==> src/rtl/spi_minion_adapter_param.sv <==
// SPI minion with valid/ready recv/send queues and a loopthrough echo path.
// Optional parity outputs are enabled by defining SPI_ADAPTER_PARITY_EN.
`timescale 1ns/1ps
module spi_minion_adapter_param #(
    parameter int BITS  = 32,
    parameter int DEPTH = 5
) (
    input  logic            clk,
    input  logic            reset,
    input  logic            spi_cs,
    input  logic            spi_sclk,
    input  logic            spi_mosi,
    output logic            spi_miso,
    output logic            miso_oeb,
    input  logic            loopthrough_sel,
    output logic [BITS-1:0] recv_msg,
    output logic            recv_val,
    input  logic            recv_rdy,
    input  logic [BITS-1:0] send_msg,
    input  logic            send_val,
    output logic            send_rdy,
    output logic            frame_err,
    output logic            adapter_parity,
    output logic            minion_parity
);
    localparam int PW   = BITS + 2;
    localparam int PTRW = (DEPTH > 1) ? $clog2(DEPTH) : 1;
    localparam int QCW  = $clog2(DEPTH + 1);
    localparam int BCW  = $clog2(PW + 2);
    localparam logic [BCW-1:0]  FRAME_LEN = BCW'(PW);
    localparam logic [BCW-1:0]  CNT_SAT   = BCW'(PW + 1);
    localparam logic [PTRW-1:0] PTR_LAST  = PTRW'(DEPTH - 1);
    localparam logic [QCW-1:0]  Q_FULL    = QCW'(DEPTH);

    typedef enum logic [1:0] {ST_IDLE = 2'd0, ST_SHIFT = 2'd1, ST_COMMIT = 2'd2} state_t;

    function automatic logic [PTRW-1:0] ptr_next(input logic [PTRW-1:0] p);
        ptr_next = (p == PTR_LAST) ? {PTRW{1'b0}} : p + PTRW'(1);
    endfunction

    logic [1:0] cs_sync_r, sclk_sync_r, mosi_sync_r;
    logic       cs_prev_r, sclk_prev_r;
    logic       cs_fall_s, cs_rise_s, sclk_rise_s, sclk_fall_s;

    state_t          state_r, state_n;
    logic [BCW-1:0]  bit_cnt_r, bit_cnt_n;
    logic [PW-1:0]   shift_in_r, shift_in_n, shift_out_r, shift_out_n;
    logic            space_snap_r, space_snap_n, avail_snap_r, avail_snap_n;
    logic            commit_ok_s;

    logic [BITS-1:0] rq_mem_r [DEPTH];
    logic [BITS-1:0] sq_mem_r [DEPTH];
    logic [PTRW-1:0] rq_head_r, rq_tail_r, sq_head_r, sq_tail_r;
    logic [QCW-1:0]  rq_cnt_r, sq_cnt_r;
    logic            rq_empty_s, rq_full_s, sq_empty_s, sq_full_s;
    logic            rq_push_s, rq_pop_s, sq_push_s, sq_pop_s, loop_move_s;
    logic [BITS-1:0] sq_head_s, sq_din_s;

    // Two-flop synchronizers; reset low so a cs held low across reset is not seen as a new frame.
    always_ff @(posedge clk) begin
        if (reset) begin
            cs_sync_r   <= 2'b00;
            sclk_sync_r <= 2'b00;
            mosi_sync_r <= 2'b00;
            cs_prev_r   <= 1'b0;
            sclk_prev_r <= 1'b0;
        end else begin
            cs_sync_r   <= {cs_sync_r[0], spi_cs};
            sclk_sync_r <= {sclk_sync_r[0], spi_sclk};
            mosi_sync_r <= {mosi_sync_r[0], spi_mosi};
            cs_prev_r   <= cs_sync_r[1];
            sclk_prev_r <= sclk_sync_r[1];
        end
    end

    assign cs_fall_s   = cs_prev_r & ~cs_sync_r[1];
    assign cs_rise_s   = ~cs_prev_r & cs_sync_r[1];
    assign sclk_rise_s = ~sclk_prev_r & sclk_sync_r[1];
    assign sclk_fall_s = sclk_prev_r & ~sclk_sync_r[1];

    assign rq_empty_s = (rq_cnt_r == QCW'(0));
    assign rq_full_s  = (rq_cnt_r == Q_FULL);
    assign sq_empty_s = (sq_cnt_r == QCW'(0));
    assign sq_full_s  = (sq_cnt_r == Q_FULL);
    assign sq_head_s  = sq_empty_s ? {BITS{1'b0}} : sq_mem_r[sq_head_r];

    // Frame FSM next-state: snapshot flags at cs fall, shift on sclk edges, decide at COMMIT.
    always_comb begin
        state_n      = state_r;
        bit_cnt_n    = bit_cnt_r;
        shift_in_n   = shift_in_r;
        shift_out_n  = shift_out_r;
        space_snap_n = space_snap_r;
        avail_snap_n = avail_snap_r;
        case (state_r)
            ST_IDLE: begin
                if (cs_fall_s) begin
                    state_n      = ST_SHIFT;
                    bit_cnt_n    = {BCW{1'b0}};
                    shift_in_n   = {PW{1'b0}};
                    shift_out_n  = {~rq_full_s, ~sq_empty_s, sq_head_s};
                    space_snap_n = ~rq_full_s;
                    avail_snap_n = ~sq_empty_s;
                end else begin
                    state_n = ST_IDLE;
                end
            end
            ST_SHIFT: begin
                if (cs_rise_s) begin
                    state_n = ST_COMMIT;
                end else begin
                    state_n = ST_SHIFT;
                    if (sclk_rise_s) begin
                        shift_in_n = {shift_in_r[PW-2:0], mosi_sync_r[1]};
                        // Saturate so an over-long frame can never wrap back to a valid length.
                        bit_cnt_n  = (bit_cnt_r == CNT_SAT) ? bit_cnt_r : bit_cnt_r + BCW'(1);
                    end else begin
                        shift_in_n = shift_in_r;
                    end
                    if (sclk_fall_s) begin
                        shift_out_n = {shift_out_r[PW-2:0], 1'b0};
                    end else begin
                        shift_out_n = shift_out_r;
                    end
                end
            end
            ST_COMMIT: state_n = ST_IDLE;
            default:   state_n = ST_IDLE;
        endcase
    end

    // Frame FSM registers.
    always_ff @(posedge clk) begin
        if (reset) begin
            state_r      <= ST_IDLE;
            bit_cnt_r    <= {BCW{1'b0}};
            shift_in_r   <= {PW{1'b0}};
            shift_out_r  <= {PW{1'b0}};
            space_snap_r <= 1'b0;
            avail_snap_r <= 1'b0;
        end else begin
            state_r      <= state_n;
            bit_cnt_r    <= bit_cnt_n;
            shift_in_r   <= shift_in_n;
            shift_out_r  <= shift_out_n;
            space_snap_r <= space_snap_n;
            avail_snap_r <= avail_snap_n;
        end
    end

    assign commit_ok_s = (state_r == ST_COMMIT) && (bit_cnt_r == FRAME_LEN);
    assign frame_err   = (state_r == ST_COMMIT) && (bit_cnt_r != FRAME_LEN);
    assign spi_miso    = (state_r == ST_SHIFT) ? shift_out_r[PW-1] : 1'b0;
    assign miso_oeb    = (state_r != ST_SHIFT);

    assign recv_val    = ~reset & ~loopthrough_sel & ~rq_empty_s;
    assign send_rdy    = ~reset & ~loopthrough_sel & ~sq_full_s;
    assign recv_msg    = rq_mem_r[rq_head_r];
    assign loop_move_s = loopthrough_sel & ~rq_empty_s & ~sq_full_s;

    assign rq_push_s = commit_ok_s & shift_in_r[PW-1] & space_snap_r & (~rq_full_s | rq_pop_s);
    assign rq_pop_s  = loopthrough_sel ? loop_move_s : (recv_rdy & recv_val);
    assign sq_pop_s  = commit_ok_s & shift_in_r[PW-2] & avail_snap_r & ~sq_empty_s;
    assign sq_push_s = loopthrough_sel ? loop_move_s : (send_val & send_rdy);
    assign sq_din_s  = loopthrough_sel ? recv_msg : send_msg;

    // Queue storage needs no reset; occupancy is tracked by the counters.
    always_ff @(posedge clk) begin
        if (rq_push_s) begin
            rq_mem_r[rq_tail_r] <= shift_in_r[BITS-1:0];
        end
        if (sq_push_s) begin
            sq_mem_r[sq_tail_r] <= sq_din_s;
        end
    end

    // Queue pointers and occupancy counts.
    always_ff @(posedge clk) begin
        if (reset) begin
            rq_head_r <= {PTRW{1'b0}};
            rq_tail_r <= {PTRW{1'b0}};
            rq_cnt_r  <= {QCW{1'b0}};
            sq_head_r <= {PTRW{1'b0}};
            sq_tail_r <= {PTRW{1'b0}};
            sq_cnt_r  <= {QCW{1'b0}};
        end else begin
            rq_tail_r <= rq_push_s ? ptr_next(rq_tail_r) : rq_tail_r;
            rq_head_r <= rq_pop_s  ? ptr_next(rq_head_r) : rq_head_r;
            sq_tail_r <= sq_push_s ? ptr_next(sq_tail_r) : sq_tail_r;
            sq_head_r <= sq_pop_s  ? ptr_next(sq_head_r) : sq_head_r;
            case ({rq_push_s, rq_pop_s})
                2'b10:   rq_cnt_r <= rq_cnt_r + QCW'(1);
                2'b01:   rq_cnt_r <= rq_cnt_r - QCW'(1);
                default: rq_cnt_r <= rq_cnt_r;
            endcase
            case ({sq_push_s, sq_pop_s})
                2'b10:   sq_cnt_r <= sq_cnt_r + QCW'(1);
                2'b01:   sq_cnt_r <= sq_cnt_r - QCW'(1);
                default: sq_cnt_r <= sq_cnt_r;
            endcase
        end
    end

`ifdef SPI_ADAPTER_PARITY_EN
    function automatic logic parity_f(input logic [BITS-1:0] d);
        parity_f = ^d;
    endfunction

    logic minion_parity_r;

    // Parity of the payload handed out by the most recent committed pop.
    always_ff @(posedge clk) begin
        if (reset) begin
            minion_parity_r <= 1'b0;
        end else if (sq_pop_s) begin
            minion_parity_r <= parity_f(sq_mem_r[sq_head_r]);
        end else begin
            minion_parity_r <= minion_parity_r;
        end
    end

    assign adapter_parity = recv_val ? parity_f(recv_msg) : 1'b0;
    assign minion_parity  = minion_parity_r;
`else
    assign adapter_parity = 1'b0;
    assign minion_parity  = 1'b0;
`endif

endmodule
==> config.mk <==
export PLATFORM = sky130hd
export DESIGN_NAME = spi_minion_adapter_param
export DESIGN_NICKNAME = d
export VERILOG_FILES = /design/src/rtl/spi_minion_adapter_param.sv
export SDC_FILE = /design/constraint.sdc
export NUM_CORES = 1
export LEC_CHECK = 0
export CAP_MARGIN = 20
export CELL_PAD_IN_SITES_DETAIL_PLACEMENT = 1
export CELL_PAD_IN_SITES_GLOBAL_PLACEMENT = 1
export CORE_ASPECT_RATIO = 1.2
export CORE_MARGIN = 5
export CORE_UTILIZATION = 46
export DETAILED_ROUTE_END_ITERATION = 10
export PLACE_DENSITY = 0.74
export SYNTH_ARGS = -nofsm -noshare
export SYNTH_HDL_FRONTEND = slang
export SYNTH_SLANG_ARGS = --single-unit
==> constraint.sdc <==
create_clock -name clk -period 5.5 [get_ports clk]
set_input_delay 1.1 -clock clk [delete_from_list [all_inputs] [get_ports clk]]
set_output_delay 1.1 -clock clk [all_outputs]
set_load 0.02 [all_outputs]
# After elaboration in Yosys (flattened, before gate mapping)
# Memory sizes are Yosys's and may differ from the RTL's. A register that Yosys moved wholly into a read port is not among the register bits.
# Cells that the tools add are included.
dict set report totals {
  ramBits 320
  mem_bits_ro 0
  n_memories 2
  output_inout_bits 39
  latch_bits 0
  regBits 104
}
# memory words word_bits read_ports rd_ports_with_merged_regs write_ports line_no
set mem_list {}
lappend mem_list {rq_mem_r 5 32 1 1 1 51} ;# logic [BITS-1:0] rq_mem_r [DEPTH];
lappend mem_list {sq_mem_r 5 32 1 1 1 52} ;# logic [BITS-1:0] sq_mem_r [DEPTH];
dict set report classes {
  n_mul 0
  eq_ne 21
  n_shift 0
  div_mod_pow 0
  n_lt_le_gt_ge 0
  muxes 35
  n_addsub 9
  n_reduce_logical 12
  n_bitwise 28
}
# cell n
set op_table {}
lappend op_table {{2-to-1 mux 34 bit} 6}
lappend op_table {{case mux 34 bit (2 select lines)} 2}
lappend op_table {{2-to-1 mux 32 bit} 2}
lappend op_table {{2-to-1 mux 3 bit} 8}
lappend op_table {{2-to-1 mux 6 bit} 4}
lappend op_table {{adder 3 x 1 -> 3 bit (second input constant)} 6}
lappend op_table {{== test 3 bit (second input constant)} 6}
lappend op_table {{AND 1 bit} 17}
lappend op_table {{== test 6 bit (second input constant)} 2}
lappend op_table {{case mux 3 bit (2 select lines)} 2}
lappend op_table {{case mux 6 bit (2 select lines)} 1}
lappend op_table {{inequality test 2 bit (second input constant)} 5}
lappend op_table {{NOT 1 bit} 10}
lappend op_table {{2-to-1 mux 1 bit} 8}
lappend op_table {{AND reduction 4 bit} 2}
lappend op_table {{adder 6 x 1 -> 6 bit (second input constant)} 1}
lappend op_table {{== test 2 x 1 -> 1 bit (second input constant)} 3}
lappend op_table {{== test 2 bit (second input constant)} 3}
lappend op_table {{logical NOT 3 bit} 2}
lappend op_table {{inequality test 6 bit (second input constant)} 1}
lappend op_table {{nonzero test 2 bit} 3}
lappend op_table {{subtractor 3 x 1 -> 3 bit (second input constant)} 2}
lappend op_table {{AND reduction 5 bit} 1}
lappend op_table {{case mux 2 bit (2 select lines)} 1}
lappend op_table {{6 further kinds} 7}

# Logic depth before layout (Yosys ltp)
dict set report logic_depth {
  depth_word 9
  depth_mapped 12
  depth_no_buf 11
}

# Worst setup path after synthesis
# No wires, ideal clock.
dict set report synth_path {
  path_type {input-to-reg}
  start {input loopthrough_sel}
  end {memory sq_mem_r[4][0], enable pin}
  setup_ps 513
  path_stages 5
  t_required_ps 4987
  n_path_buf 2
  arrival_time_ps 5174
  setup_slack_ps -187
  cell_sequence {buf_2 nor3b_1 o21ai_0 clkbuf_1 nor4b_1}
}
dict set report synth_between {
  elab_chain_len 7
}
# item line_no
set synth_rtl {}
lappend synth_rtl {{start, declared} 15} ;# input logic loopthrough_sel,
lappend synth_rtl {{NOT 1 bit} 157} ;# assign send_rdy = ~reset & ~loopthrough_sel & ~sq_full_s;
lappend synth_rtl {{AND 1 bit (2 in a row)} 157}
lappend synth_rtl {{AND 1 bit} 164} ;# assign sq_push_s = loopthrough_sel ? loop_move_s : (send_val & send_rdy);
lappend synth_rtl {{2-to-1 mux 1 bit *} 164}
lappend synth_rtl {{2-to-1 mux 1 bit *} 172} ;# if (sq_push_s) begin
lappend synth_rtl {{2-to-1 mux 1 bit (not written as such) *} 173} ;# sq_mem_r[sq_tail_r] <= sq_din_s;
lappend synth_rtl {{end, declared} 52}
# Mark *: on every way between the ends. The rest lies on a longest branch, timed or not.

==> out/qor.yml <==
finalCriticalPeriod_ps: 4119
clock_sinks: 430
powerDensity_nw_per_um2: 326.3
grt-ovfl-total: 0
cts_root_buf: "clkbuf_16"
layout-drive-gt1-share_pct: 20.64
ant_nets: 0
setup_viol_count_final: 0
worstPathRequired_ps: 4400
area_growth_pct: 15.40
antenna_found_initial: 2
wl_um: 37400
clkLatencyLatePin_ps: 540
hold_buffers: 0
hold_slack_ps: 450.3
cts_buffer_depth: 3
port_buffers: 76
ys_async_sr_fraction_pct: 0
dieArea_um2: 41050
yosys.cell_types.count: 59
synth_cells: 1042
max_freq_mhz: 242.8
ir_drop_mv: 0.2537
grt_setup_unrepaired: "false"
gr-usage-all-layers_pct: 18.33
synthFlopType: "edfxtp_1"
ys_warn_count: 0
cts_resized: 0
die_y_um: 220.9
start_kind: "flip-flop"
grt_max_degree: 97
criticalPathCategory: "flip-flop to output pin"
p_total_uw: 6423
postCtsSetupBuffers: 0
synth_seq_area_share_pct: 69.24
leakage_uw: 0.006153
final_common_cell: "edfxtp_1"
hold_viol: 0
cts_tree: "built"
reg2reg_depth: 9
worstMarginPinSlew_ps: 921.1
grt_pass1_wl_um: 58310
slew_viol_final: 0
period_share_pct: 74.89
start_util_pct: 46.35
layout_common_cells: "320 x edfxtp_1, 107 x dfxtp_1, 74 x clkdlybuf4s50_1"
skew_ps: 15.09
final_nets: 1171
fin_util_pct: 53.48
htreeDepth: 2
worstPathArrival_ps: 3020
avgSynthCellArea_um2: 16.37
drt_iter0_markers: 561
hpwl_um: 22460
num_rows: 77
gp_congestion: 0.7908
synth_edf_count: 320
min_path_type: "flip-flop to flip-flop"
ys_ff_latch: 430
crit_path_end_kind: "output pin"
slew_headroom_pct: 38.60
drv_cap: 0
wl_per_cell_um: 23.03
grt_pass1_vias: 9836
dr.pass1.iters: 5
stdcell_count: 1624
status: "completed"
io_pins: 79
die_x_um: 185.8
vias_per_cell: 5.626
num_vias: 9136
holdPathStages: 1
dp_cells: 1548
critical_path_peak_fanout: 17
tns_ps: 0
drc: 0
synth_area_um2: 17060
path_clk_slew_ps: 70
core_area_um2: 36800
cts-buffers-inserted: 40
-- through the flow --
step | setup slack, ps | cell area [um2]
2_1_floorplan | 35.29 | 17070
3_3_place_gp | 1206 | 18330
3_5_place_dp | 1106 | 18330
4_1_cts | 1272 | 19650
5_1_grt | 1196 | 19680
6_report | 1381 | 19680
-- path summary, 6_finish.rpt --
| check | startpoint | slack (ps) | to |
|---|---|---|---|
| worst max-delay path | flip-flop | 1380 | recv_msg[4] |
| worst min-delay path | cs_sync_r[0]$_SDFF_PP0_ | 450 | cs_sync_r[1]$_SDFF_PP0_ |
| worst max register to register | sq_cnt_r[0]$_SDFFE_PP0P_ | 2400 | rq_cnt_r[2]$_SDFFE_PP0P_ |
| worst min register to register | cs_sync_r[0]$_SDFF_PP0_ | 450 | cs_sync_r[1]$_SDFF_PP0_ |
-- cell usage after synthesis (7+ instances only) --
master,n,area share (%)
dfxtp_1,110,13
mux2_2,64,4.2
inv_1,20,0.44
buf_6,7,0.46
edfxtp_1,320,56
ha_1,12,0.88
mux2i_1,69,4.0
o22ai_1,31,1.1
clkbuf_1,33,0.73
and2_1,31,1.1
nor4_1,11,0.40
a21oi_1,52,1.5
nor2b_1,7,0.26
nand3_1,35,1.0
nand2b_1,7,0.26
mux4_2,64,8.5
buf_1,7,0.15
buf_2,19,0.56
nand2_1,47,1.0
nor2_1,21,0.46
-- power by group --
group / total [uW] / internal (uW) / switching [uW]
registers: 3480 / 3480 / 7.52
clock network: 2790 / 1630 / 1160
logic: 151 / 64.0 / 87.4
total: 6420 / 5170 / 1260
-- worst max-delay path, stage by stage (launching register included) --
cell	delay [ps]
dfxtp_2	720
buf_4	340
mux4_2	520
mux2_2	330
clkdlybuf4s50_1	560
-- registers in the layout, indices dropped and copies added (netlist names), named ones only --
| register | cells |
|---|---|
| space_snap_r | 1 |
| rq_mem_r | 160 |
| rq_tail_r | 3 |
| cs_sync_r | 2 |
| sclk_sync_r | 2 |
| shift_in_r | 34 |
| bit_cnt_r | 6 |
| rq_head_r | 3 |
| mosi_sync_r | 2 |
| sq_mem_r | 160 |
| sclk_prev_r | 1 |
| cs_prev_r | 1 |
| rq_cnt_r | 3 |
| state_r | 2 |
| sq_tail_r | 3 |
| sq_cnt_r | 3 |
| avail_snap_r | 1 |
| sq_head_r | 3 |
| shift_out_r | 34 |
-- cells by family (layout without fill, tap and decap cells) --
family | count (synthesis) | count (layout) | share of synthesized area, %
buffers and inverters | 89 | 194 | 2.472
other | 1 | 4 | 0.02198
xor gates and xnor gates | 4 | 4 | 0.2054
DFF | 430 | 430 | 69.24
adders and majority gates | 15 | 15 | 1.174
and+or+nand+nor | 194 | 194 | 6.191
AOI/OAI and AO/OA | 112 | 112 | 3.968
muxes | 197 | 197 | 16.72
-- final cells by class --
cell class / count / area, um2
clock inverters: 19 / 198.9
well taps: 474 / 593.1
clock buffers: 54 / 1125
repair buffers: 101 / 960.9
multi-input cells: 524 / 4911
inverters: 20 / 75.07
fillers: 3412 / 17120
flip-flops and latches: 430 / 11820
diodes: 2 / 5.005
-- layer usage --
layer / vias up / part of all wire [%] / track usage [%] / wire length (um)
li1: 4180 / - / - / -
met1: 4759 / 41 / 23.98 / 15460
met2: 148 / 54 / 32.14 / 20060
met3: 49 / 2.9 / 2.234 / 1086
met4: 0 / 2.1 / 5.220 / 793
met5: - / 0 / 0 / 0
(Power assumes the default switching activity.)
